==> src/rtl/control_fsm_pkg.sv <==
// Shared definitions for the multicycle control FSM: state encoding,
// opcode/funct constants, datapath select encodings and the instruction
// class produced by instr_decode.
package control_fsm_pkg;

    typedef enum logic [2:0] {
        S_FETCH,
        S_DECODE,
        S_EXEC,
        S_MEM,
        S_WB
    } state_t;

    localparam logic [5:0] OP_RTYPE = 6'h00;
    localparam logic [5:0] OP_J     = 6'h02;
    localparam logic [5:0] OP_JAL   = 6'h03;
    localparam logic [5:0] OP_BEQ   = 6'h04;
    localparam logic [5:0] OP_BNE   = 6'h05;
    localparam logic [5:0] OP_ADDI  = 6'h08;
    localparam logic [5:0] OP_XORI  = 6'h0E;
    localparam logic [5:0] OP_LW    = 6'h23;
    localparam logic [5:0] OP_SW    = 6'h2B;

    localparam logic [5:0] FN_ADD   = 6'h20;
    localparam logic [5:0] FN_SUB   = 6'h22;
    localparam logic [5:0] FN_SLT   = 6'h2A;

    typedef enum logic [1:0] {ALU_ADD, ALU_SUB, ALU_XOR, ALU_SLT} alu_op_t;
    typedef enum logic [1:0] {SRC_RT, SRC_SEXT, SRC_ZEXT} alu_src_t;
    typedef enum logic [1:0] {DST_RT, DST_RD, DST_RA} reg_dst_t;
    typedef enum logic [1:0] {WB_ALU, WB_MEM, WB_PC4} mem_to_reg_t;

    typedef enum logic [3:0] {
        C_ADD, C_SUB, C_SLT,
        C_ADDI, C_XORI,
        C_LW, C_SW,
        C_BEQ, C_BNE,
        C_J, C_JAL,
        C_ILLEGAL
    } iclass_t;

    function automatic logic is_rtype(input iclass_t c);
        return (c == C_ADD) || (c == C_SUB) || (c == C_SLT);
    endfunction

    // ALU operation for the three supported R-type functs.
    function automatic alu_op_t rtype_alu(input iclass_t c);
        case (c)
            C_SUB:   return ALU_SUB;
            C_SLT:   return ALU_SLT;
            default: return ALU_ADD;
        endcase
    endfunction

endpackage

==> src/rtl/control_fsm_instr_decode.sv <==
// instr_decode: purely combinational opcode/funct classifier.
//   opcode, funct : instruction fields (funct only meaningful for opcode 0)
//   cls           : instruction class
//   illegal       : 1 when the opcode/funct pair is not supported
module instr_decode
    import control_fsm_pkg::*;
(
    input  logic [5:0] opcode,
    input  logic [5:0] funct,
    output iclass_t    cls,
    output logic       illegal
);

    always_comb begin
        cls = C_ILLEGAL;
        case (opcode)
            OP_RTYPE: begin
                case (funct)
                    FN_ADD:  cls = C_ADD;
                    FN_SUB:  cls = C_SUB;
                    FN_SLT:  cls = C_SLT;
                    default: cls = C_ILLEGAL;
                endcase
            end
            OP_ADDI: cls = C_ADDI;
            OP_XORI: cls = C_XORI;
            OP_LW:   cls = C_LW;
            OP_SW:   cls = C_SW;
            OP_BEQ:  cls = C_BEQ;
            OP_BNE:  cls = C_BNE;
            OP_J:    cls = C_J;
            OP_JAL:  cls = C_JAL;
            default: cls = C_ILLEGAL;
        endcase
        illegal = (cls == C_ILLEGAL);
    end

endmodule

==> src/rtl/control_fsm.sv <==
// control_fsm: multicycle control unit (FETCH/DECODE/EXEC/MEM/WB).
//   clk, reset      : clock, synchronous active-high reset
//   opcode, funct   : instruction fields from the instruction register
//   mem_ready       : memory handshake, 1 = access completes this cycle
//   pc_we, ir_we, reg_we, mem_we : write enables
//   beq, bne, jump  : PC-select requests
//   alu_op, alu_src_b, reg_dst, mem_to_reg : datapath selects
//   instr_done      : pulse on the last cycle of each instruction
//   illegal         : pulse in DECODE for unsupported opcode/funct
// RA_REG is the link register index the downstream mux selects for reg_dst=2.
module control_fsm
    import control_fsm_pkg::*;
#(
    parameter int unsigned RA_REG = 31
) (
    input  logic       clk,
    input  logic       reset,
    input  logic [5:0] opcode,
    input  logic [5:0] funct,
    input  logic       mem_ready,
    output logic       pc_we,
    output logic       ir_we,
    output logic       reg_we,
    output logic       mem_we,
    output logic       beq,
    output logic       bne,
    output logic       jump,
    output logic [1:0] alu_op,
    output logic [1:0] alu_src_b,
    output logic [1:0] reg_dst,
    output logic [1:0] mem_to_reg,
    output logic       instr_done,
    output logic       illegal
);

    if (RA_REG > 31) begin : g_ra_range
        $error("RA_REG must index a 32-entry register file");
    end

    state_t  state, state_nx;
    iclass_t cls;
    logic    dec_illegal;

    instr_decode u_decode (
        .opcode  (opcode),
        .funct   (funct),
        .cls     (cls),
        .illegal (dec_illegal)
    );

    always_ff @(posedge clk) begin
        if (reset) state <= S_FETCH;
        else       state <= state_nx;
    end

    always_comb begin
        state_nx   = state;
        pc_we      = 1'b0;
        ir_we      = 1'b0;
        reg_we     = 1'b0;
        mem_we     = 1'b0;
        beq        = 1'b0;
        bne        = 1'b0;
        jump       = 1'b0;
        alu_op     = ALU_ADD;
        alu_src_b  = SRC_RT;
        reg_dst    = DST_RT;
        mem_to_reg = WB_ALU;
        instr_done = 1'b0;
        illegal    = 1'b0;

        // Reset overrides everything so nothing is written in the reset cycle.
        if (!reset) begin
            case (state)
                S_FETCH: begin
                    ir_we = mem_ready;
                    pc_we = mem_ready;
                    if (mem_ready) state_nx = S_DECODE;
                end
                S_DECODE: begin
                    state_nx = S_EXEC;
                    if (dec_illegal) begin
                        illegal    = 1'b1;
                        instr_done = 1'b1;
                        state_nx   = S_FETCH;
                    end else if (cls == C_J || cls == C_JAL) begin
                        jump       = 1'b1;
                        pc_we      = 1'b1;
                        instr_done = 1'b1;
                        state_nx   = S_FETCH;
                        if (cls == C_JAL) begin
                            reg_we     = 1'b1;
                            reg_dst    = DST_RA;
                            mem_to_reg = WB_PC4;
                        end
                    end
                end
                S_EXEC: begin
                    state_nx = S_WB;
                    case (cls)
                        C_ADDI: begin
                            alu_op    = ALU_ADD;
                            alu_src_b = SRC_SEXT;
                        end
                        C_XORI: begin
                            alu_op    = ALU_XOR;
                            alu_src_b = SRC_ZEXT;
                        end
                        C_LW, C_SW: begin
                            alu_op    = ALU_ADD;
                            alu_src_b = SRC_SEXT;
                            state_nx  = S_MEM;
                        end
                        C_BEQ, C_BNE: begin
                            alu_op     = ALU_SUB;
                            pc_we      = 1'b1;
                            beq        = (cls == C_BEQ);
                            bne        = (cls == C_BNE);
                            instr_done = 1'b1;
                            state_nx   = S_FETCH;
                        end
                        default: begin
                            if (is_rtype(cls)) alu_op = rtype_alu(cls);
                            else               state_nx = S_FETCH;
                        end
                    endcase
                end
                S_MEM: begin
                    if (cls == C_SW) begin
                        mem_we     = mem_ready;
                        instr_done = mem_ready;
                        if (mem_ready) state_nx = S_FETCH;
                    end else if (mem_ready) begin
                        state_nx = S_WB;
                    end
                end
                S_WB: begin
                    reg_we     = 1'b1;
                    instr_done = 1'b1;
                    state_nx   = S_FETCH;
                    if (is_rtype(cls)) reg_dst    = DST_RD;
                    if (cls == C_LW)   mem_to_reg = WB_MEM;
                end
                default: state_nx = S_FETCH;
            endcase
        end
    end

endmodule

==> config.mk <==
export PLATFORM = sky130hd
export DESIGN_NAME = control_fsm
export DESIGN_NICKNAME = d
export VERILOG_FILES = /design/src/rtl/control_fsm_pkg.sv /design/src/rtl/control_fsm_instr_decode.sv /design/src/rtl/control_fsm.sv
export SDC_FILE = /design/constraint.sdc
export NUM_CORES = 1
export LEC_CHECK = 0
export CORE_AREA = 2 2 47 49
export DETAILED_ROUTE_END_ITERATION = 6
export DIE_AREA = 0 0 49 51
export PLACE_DENSITY = 0.81
export SYNTH_ARGS = -nofsm -noshare
export SYNTH_HDL_FRONTEND = slang
export SYNTH_SLANG_ARGS = --single-unit
==> constraint.sdc <==
create_clock -name clk -period 2 [get_ports clk]
set_input_delay 0.3 -clock clk [delete_from_list [all_inputs] [get_ports clk]]
set_output_delay 0.3 -clock clk [all_outputs]
set_load 0.01 [all_outputs]
Word-level counts from Yosys, hierarchy flattened:

Index checks and enable logic that the tools add are counted.

* div/mod/pow operators: 0
* order comparisons: 0
* muxes and demuxes: 57
* reduce and logical (&&, ||, !) cells: 11
* equality and inequality tests: 28
* multiply operators: 0
* $add $sub $neg: 0
* shift-type cells: 0
* bitwise operators: 0

Operators by type and width (number)
* $pmux 4 s9: 1
* $eq 6x6->1 const B: 5
* $mux 1: 28
* $mux 2: 12
* $eq 4x3->1 const B: 4
* $eq 4x4->1 const B: 4
* $pmux 2 s2: 4
* $mux 3: 5
* $eq 6x2->1 const B: 2
* $eq 6x3->1 const B: 2
* $eq 6x4->1 const B: 2
* $pmux 3 s4: 1
* $pmux 4 s3: 1
* $pmux 3 s3: 1
* $eq 4x2->1 const B: 2
* $eq 3x2->1 const B: 2
* $logic_not 6->1: 1
* $pmux 2 s3: 1
* $reduce_or 2->1: 3
* $eq 4x1->1 const B: 1
* $logic_not 4->1: 1
* $ne 2x2->1 const B: 2
* $pmux 1 s4: 1
* $eq 3x1->1 const B: 1
* 7 further kinds: 9

* latch bits: 0
* memories kept: 0
* ROM bits: 0
* register bits: 3
* input bits: 15
* RAM bits: 0

Longest topological paths before layout:

* word-level depth: 10
* depth in mapped cells: 8
* gate-level depth less buffers: 6

Hierarchy:

Synthesis repeated with hierarchy kept, for this count alone.

* cells, all modules: 112
* area total of the unflattened synthesis: 764.5 µm²

By module, submodules not included
* control_fsm: instances 1, area an instance 485.5 µm², cells an instance 69
* instr_decode: instances 1, area an instance 279.0 µm², cells an instance 43

Worst setup path before layout:

No wires, ideal clock.

* path type: input port to output port
* start point: input port opcode[5]
* end point: output port instr_done
* slack: 0.032 ns
* data required time: 1.700 ns
* stages: 7
* arrival time: 1.668 ns
* cells stage by stage: buf_2 -> or4_1 -> a32oi_2 -> a221oi_2 -> a21oi_2 -> nand3_1 -> a211oi_2

* cells in the longest elaborated chain, start to end: 8
* elaborated cells on any way between the ends: 24
* those cells by class: 14 x eq/ne; 7 x mux; 3 x reduce/logical

Ends and longest elaborated chain
* start: declaration: line control_fsm.sv:18 `input logic [5:0] opcode,`
* $eq 6x2->1 (tied with other cells): line control_fsm_instr_decode.sv:16 `case (opcode)`
* $pmux 4 s9 (*): line control_fsm_instr_decode.sv:16
* $eq 4x4->1: line control_fsm.sv:86 `end else if (cls == C_J || cls == C_JAL) begin`
* $logic_or 1x1->1: line control_fsm.sv:86
* $mux 1: line control_fsm.sv:86
* $mux 1: line control_fsm.sv:82 `if (dec_illegal) begin`
* $pmux 1 s4 (*): line control_fsm.sv:74 `case (state)`
* $mux 1 (*): line control_fsm.sv:73 `if (!reset) begin`
* end: declaration: line control_fsm.sv:32 `output logic instr_done,`

Mark *: on every way between the ends. The rest lies on a longest branch, timed or not.

Final worst setup path:

* start point: input port opcode[2]
* end point: output port reg_dst[0]

* cells in the longest elaborated chain, start to end: 8
* elaborated cells on any way between the ends: 24
* those cells by class: 13 x eq/ne; 6 x mux; 5 x reduce/logical

Ends and longest elaborated chain
* $eq 6x2->1 (tied with other cells): line control_fsm_instr_decode.sv:16
* $pmux 4 s9 (*): line control_fsm_instr_decode.sv:16
* $eq 4x4->1 (tied with other cells): line control_fsm.sv:86
* $logic_or 1x1->1 (on tied branches): line control_fsm.sv:86, control_fsm_pkg.sv:43
* $mux 2 or $logic_or 1x1->1 (tied branches): line control_fsm.sv:86, control_fsm_pkg.sv:43
* $mux 2 or $mux 1 (tied branches): line control_fsm.sv:82, control_fsm.sv:141
* $pmux 2 s2 (*): line control_fsm.sv:74
* $mux 2 (*): line control_fsm.sv:73
* end: declaration: line control_fsm.sv:30 `output logic [1:0] reg_dst,`

Marked as above.

==> run summary <==
Slew margin rel. - 0.7538
Syn Nets - 124
WHS - 640.0 ps
Worst EP arrival - 2050 ps
Synth Register Bits - 3
Routed Antenna Nets - 0
Max reg flops - 3
Yosys cell types - 49
Hold path depth - 3
Share of cells above drive strength 1 - 0.6911
CTS clk-pin slew, worst paths - 30 ps
Fin nets - 207
FF-to-FF End - state[1]
Most Frequent Cell on Critical Path - buf_6
DR vias - 1259
DP Worst Slack - -1074 ps
CTS Buf Count - 3
Final Critical Period - 2347 ps
Flop2flop setup slack - 590 ps
Crit path cell chain - buf_6, buf_6, buf_6, and4bb_2, o21ai_2, a221oi_4, buf_6, buf_6, nor2_4, nor3b_2, buf_2
Final Total Pwr - 0.4579 mW
PD cells - 258.8 nW/um^2
Vias in the first global route - 1284
Hold Vio Cnt, Final - 0
Post-DP Area - 1394 um^2
Die Span Y - 51 um
Most frequent cell after synthesis - nor2_1
Ant diodes - 0
Origin of the worst min-delay path - reset
# clock sinks - 3
Worst Tran Pin Value - 368.3 ps
Gpl congestion - 0.9743
Vias/cell - 5.749
Max-slew violations - 0
Lkg Pwr - 0.7771 nW
Critical Path End Type - output pin
Crit path max fanout - 8
Final Cell Area - 1769 um^2
CP Launch Type - input port
Hold Path Sink - state[1]
Detail Placement HPWL - 2335 um
Status - finished, violations left
Main combinational cell family by area after synthesis - simple AND/OR/NAND/NOR gates
Post-synthesis cell count - 109
Final wirelength - 3923 um
Max-Cap Viols - 0
Clk_lat worst skew - 240 ps
# IOs - 32
Area growth, synth to finish - 111.4%
Global route overflow - 0
Synth async-reset ratio - 0
Post-synth EDFFs - 0
Crit-path slowest cell - a221oi_4
Multi-input gate area - 898.4 um^2
Top cells by count, synth - 12 x nor2_1, 10 x nand2_1, 6 x inv_1
Syn Area/Cell - 7.679 um^2
Largest vdd supply drop - 293.8 uV
Largest net degree at the start of global routing - 12
CP bufs+invs - 6
Skew final - 11.28 ps
Clock Tree Root - clkbuf_4
Final worst slack - -346.5 ps
First-pass GRT wire length - 5830 um
Core Area - 2063 um^2
Worst Path Required - 1700 ps
Post-detailed-route wirelength per cell - 17.91 um
Synthesized-area fraction occupied by adder cells - 0
Post-synthesis simple-gate area fraction - 0.4006
CP Class - input port to output pin
Final period util - 1.173
Slowest cell delay on critical path - 340 ps
Failing checks - setup timing
Synth Area in Compound Gates - 0.3019
Seq. cell area - 60.06 um^2
DRC - 0
Clock H-tree levels - 1
# fillers - 106
Num rows - 17
Regs by FF count - state (3)
Gr usage total - 0.3031
Die width - 49 um
Post-synthesis mux area share - 0.02392
Critical path's top delay family - buffers and inverters
IO buf count - 31
Layout Utilization - 0.8575
Cell Area, Synth - 837.1 um^2
Top post-synthesis cells by area - dfxtp_1 7.2%, nor2_1 5.4%, clkbuf_8 4.9%, nand2_1 4.5%, a221oi_2 3.6%
Sequential-to-total area share from yosys stat - 0.07175
Die ar. - 2499 um^2
Initial drt markers - 18
Top reg by flops - state
Hold Buf Count CTS - 0
Drt first pass iters - 4
Synthesis Warnings - 0
Highest Clock Rate - 426.2 MHz
R2r startpoint - state[2]
Initial antenna violation count - 0
RSZ-0062 raised after global routing - true
Area leader, netlist - dfxtp_1
Synth Flop Type - dfxtp_1
Starting Density - 0.4057
HP Class - input port to flop
TritonCTS clock tree - done
Worst R2R Path Depth - 5
Share of the synthesized area in the top cell type - 0.07175
XOR/XNOR Fraction of Synth Area - 0.04185
# setup viols final - 10
Clock Path Buffers - 2
## how the worst max path moves through the flow
stage	startpoint	end	slack [ps]	cells after the start
finish	opcode[2]	reg_dst[0]	-350	11
detailed placement	opcode[0]	pc_we	-1070	8
global placement	opcode[3]	pc_we	-1090	8
CTS	opcode[2]	instr_done	-380	11
floorplan	opcode[5]	instr_done	30	7
global route	opcode[2]	reg_dst[0]	-370	11
## layer usage
layer  track usage  share of wire
met5             0              0
met1        0.2938           0.34
met3       0.02924          0.045
met4        0.2190          0.068
met2        0.5982           0.54
## stage by stage
step	instances	TNS [ps]
floorplan	109	0
global placement	200	-14360
detailed placement	200	-14770
CTS	215	-2148
global route	219	-3106
finish	219	-2499
## cell families (layout without fill, tap and decap cells)
logic type	count (synthesis)	after routing
compound gates	28	28
xor+xnor	4	4
buf+inv	18	100
flops	3	3
mux	2	2
simple gates	54	54
## where the power goes
| group | switching [mW] | total [mW] | leakage [nW] | internal, mW |
|---|---|---|---|---|
| clock | 0.0361 | 0.111 | 0.0150 | 0.0750 |
| combinational | 0.137 | 0.284 | 0.738 | 0.147 |
| sequential | 0.00111 | 0.0629 | 0.0244 | 0.0618 |
## area by class of cell
class / count / area share
clock buffer: 4 / 0.01485
sequential: 3 / 0.03395
timing repair buffer: 88 / 0.4066
inverter: 8 / 0.01697
tap: 28 / 0.01980
multi-input combinational: 88 / 0.5078
## repair_timing
action | 4_1_cts | 5_1_grt
endpoints found under the setup margin | 19 | 13
pin swaps | 24 | 21
gates resized for setup | 146 | 29
buffers inserted | 11 | 4
cloned | 0 | 0
## cell usage in the layout, fill, tap and decap left out, types with 2 or more instances in the layout
master	count
nor2b_1	2
nand3b_1	3
clkbuf_4	3
dfxtp_1	3
inv_2	4
nand2_2	3
a21oi_1	4
buf_2	13
dlygate4sd2_1	5
nand3_2	2
o21ai_1	2
inv_1	4
or4_4	3
buf_6	18
a2111oi_4	3
nor2_1	8
buf_4	47
nor3_4	2
nor3_1	2
nor2_2	2
a221oi_4	2
or2_4	2
nor3b_2	3
nor2_4	2
nor4_1	2
xnor2_2	2
clkdlybuf4s50_1	2
nand2_1	7
and3b_2	2
## worst register-to-register path, stage by stage (launching register included)
cell and delay, ps:
dfxtp_1 300, buf_4 150, nor2_1 220, nand2_1 160, buf_4 160, o32ai_1 300
Power figures use the tool's default switching activity.
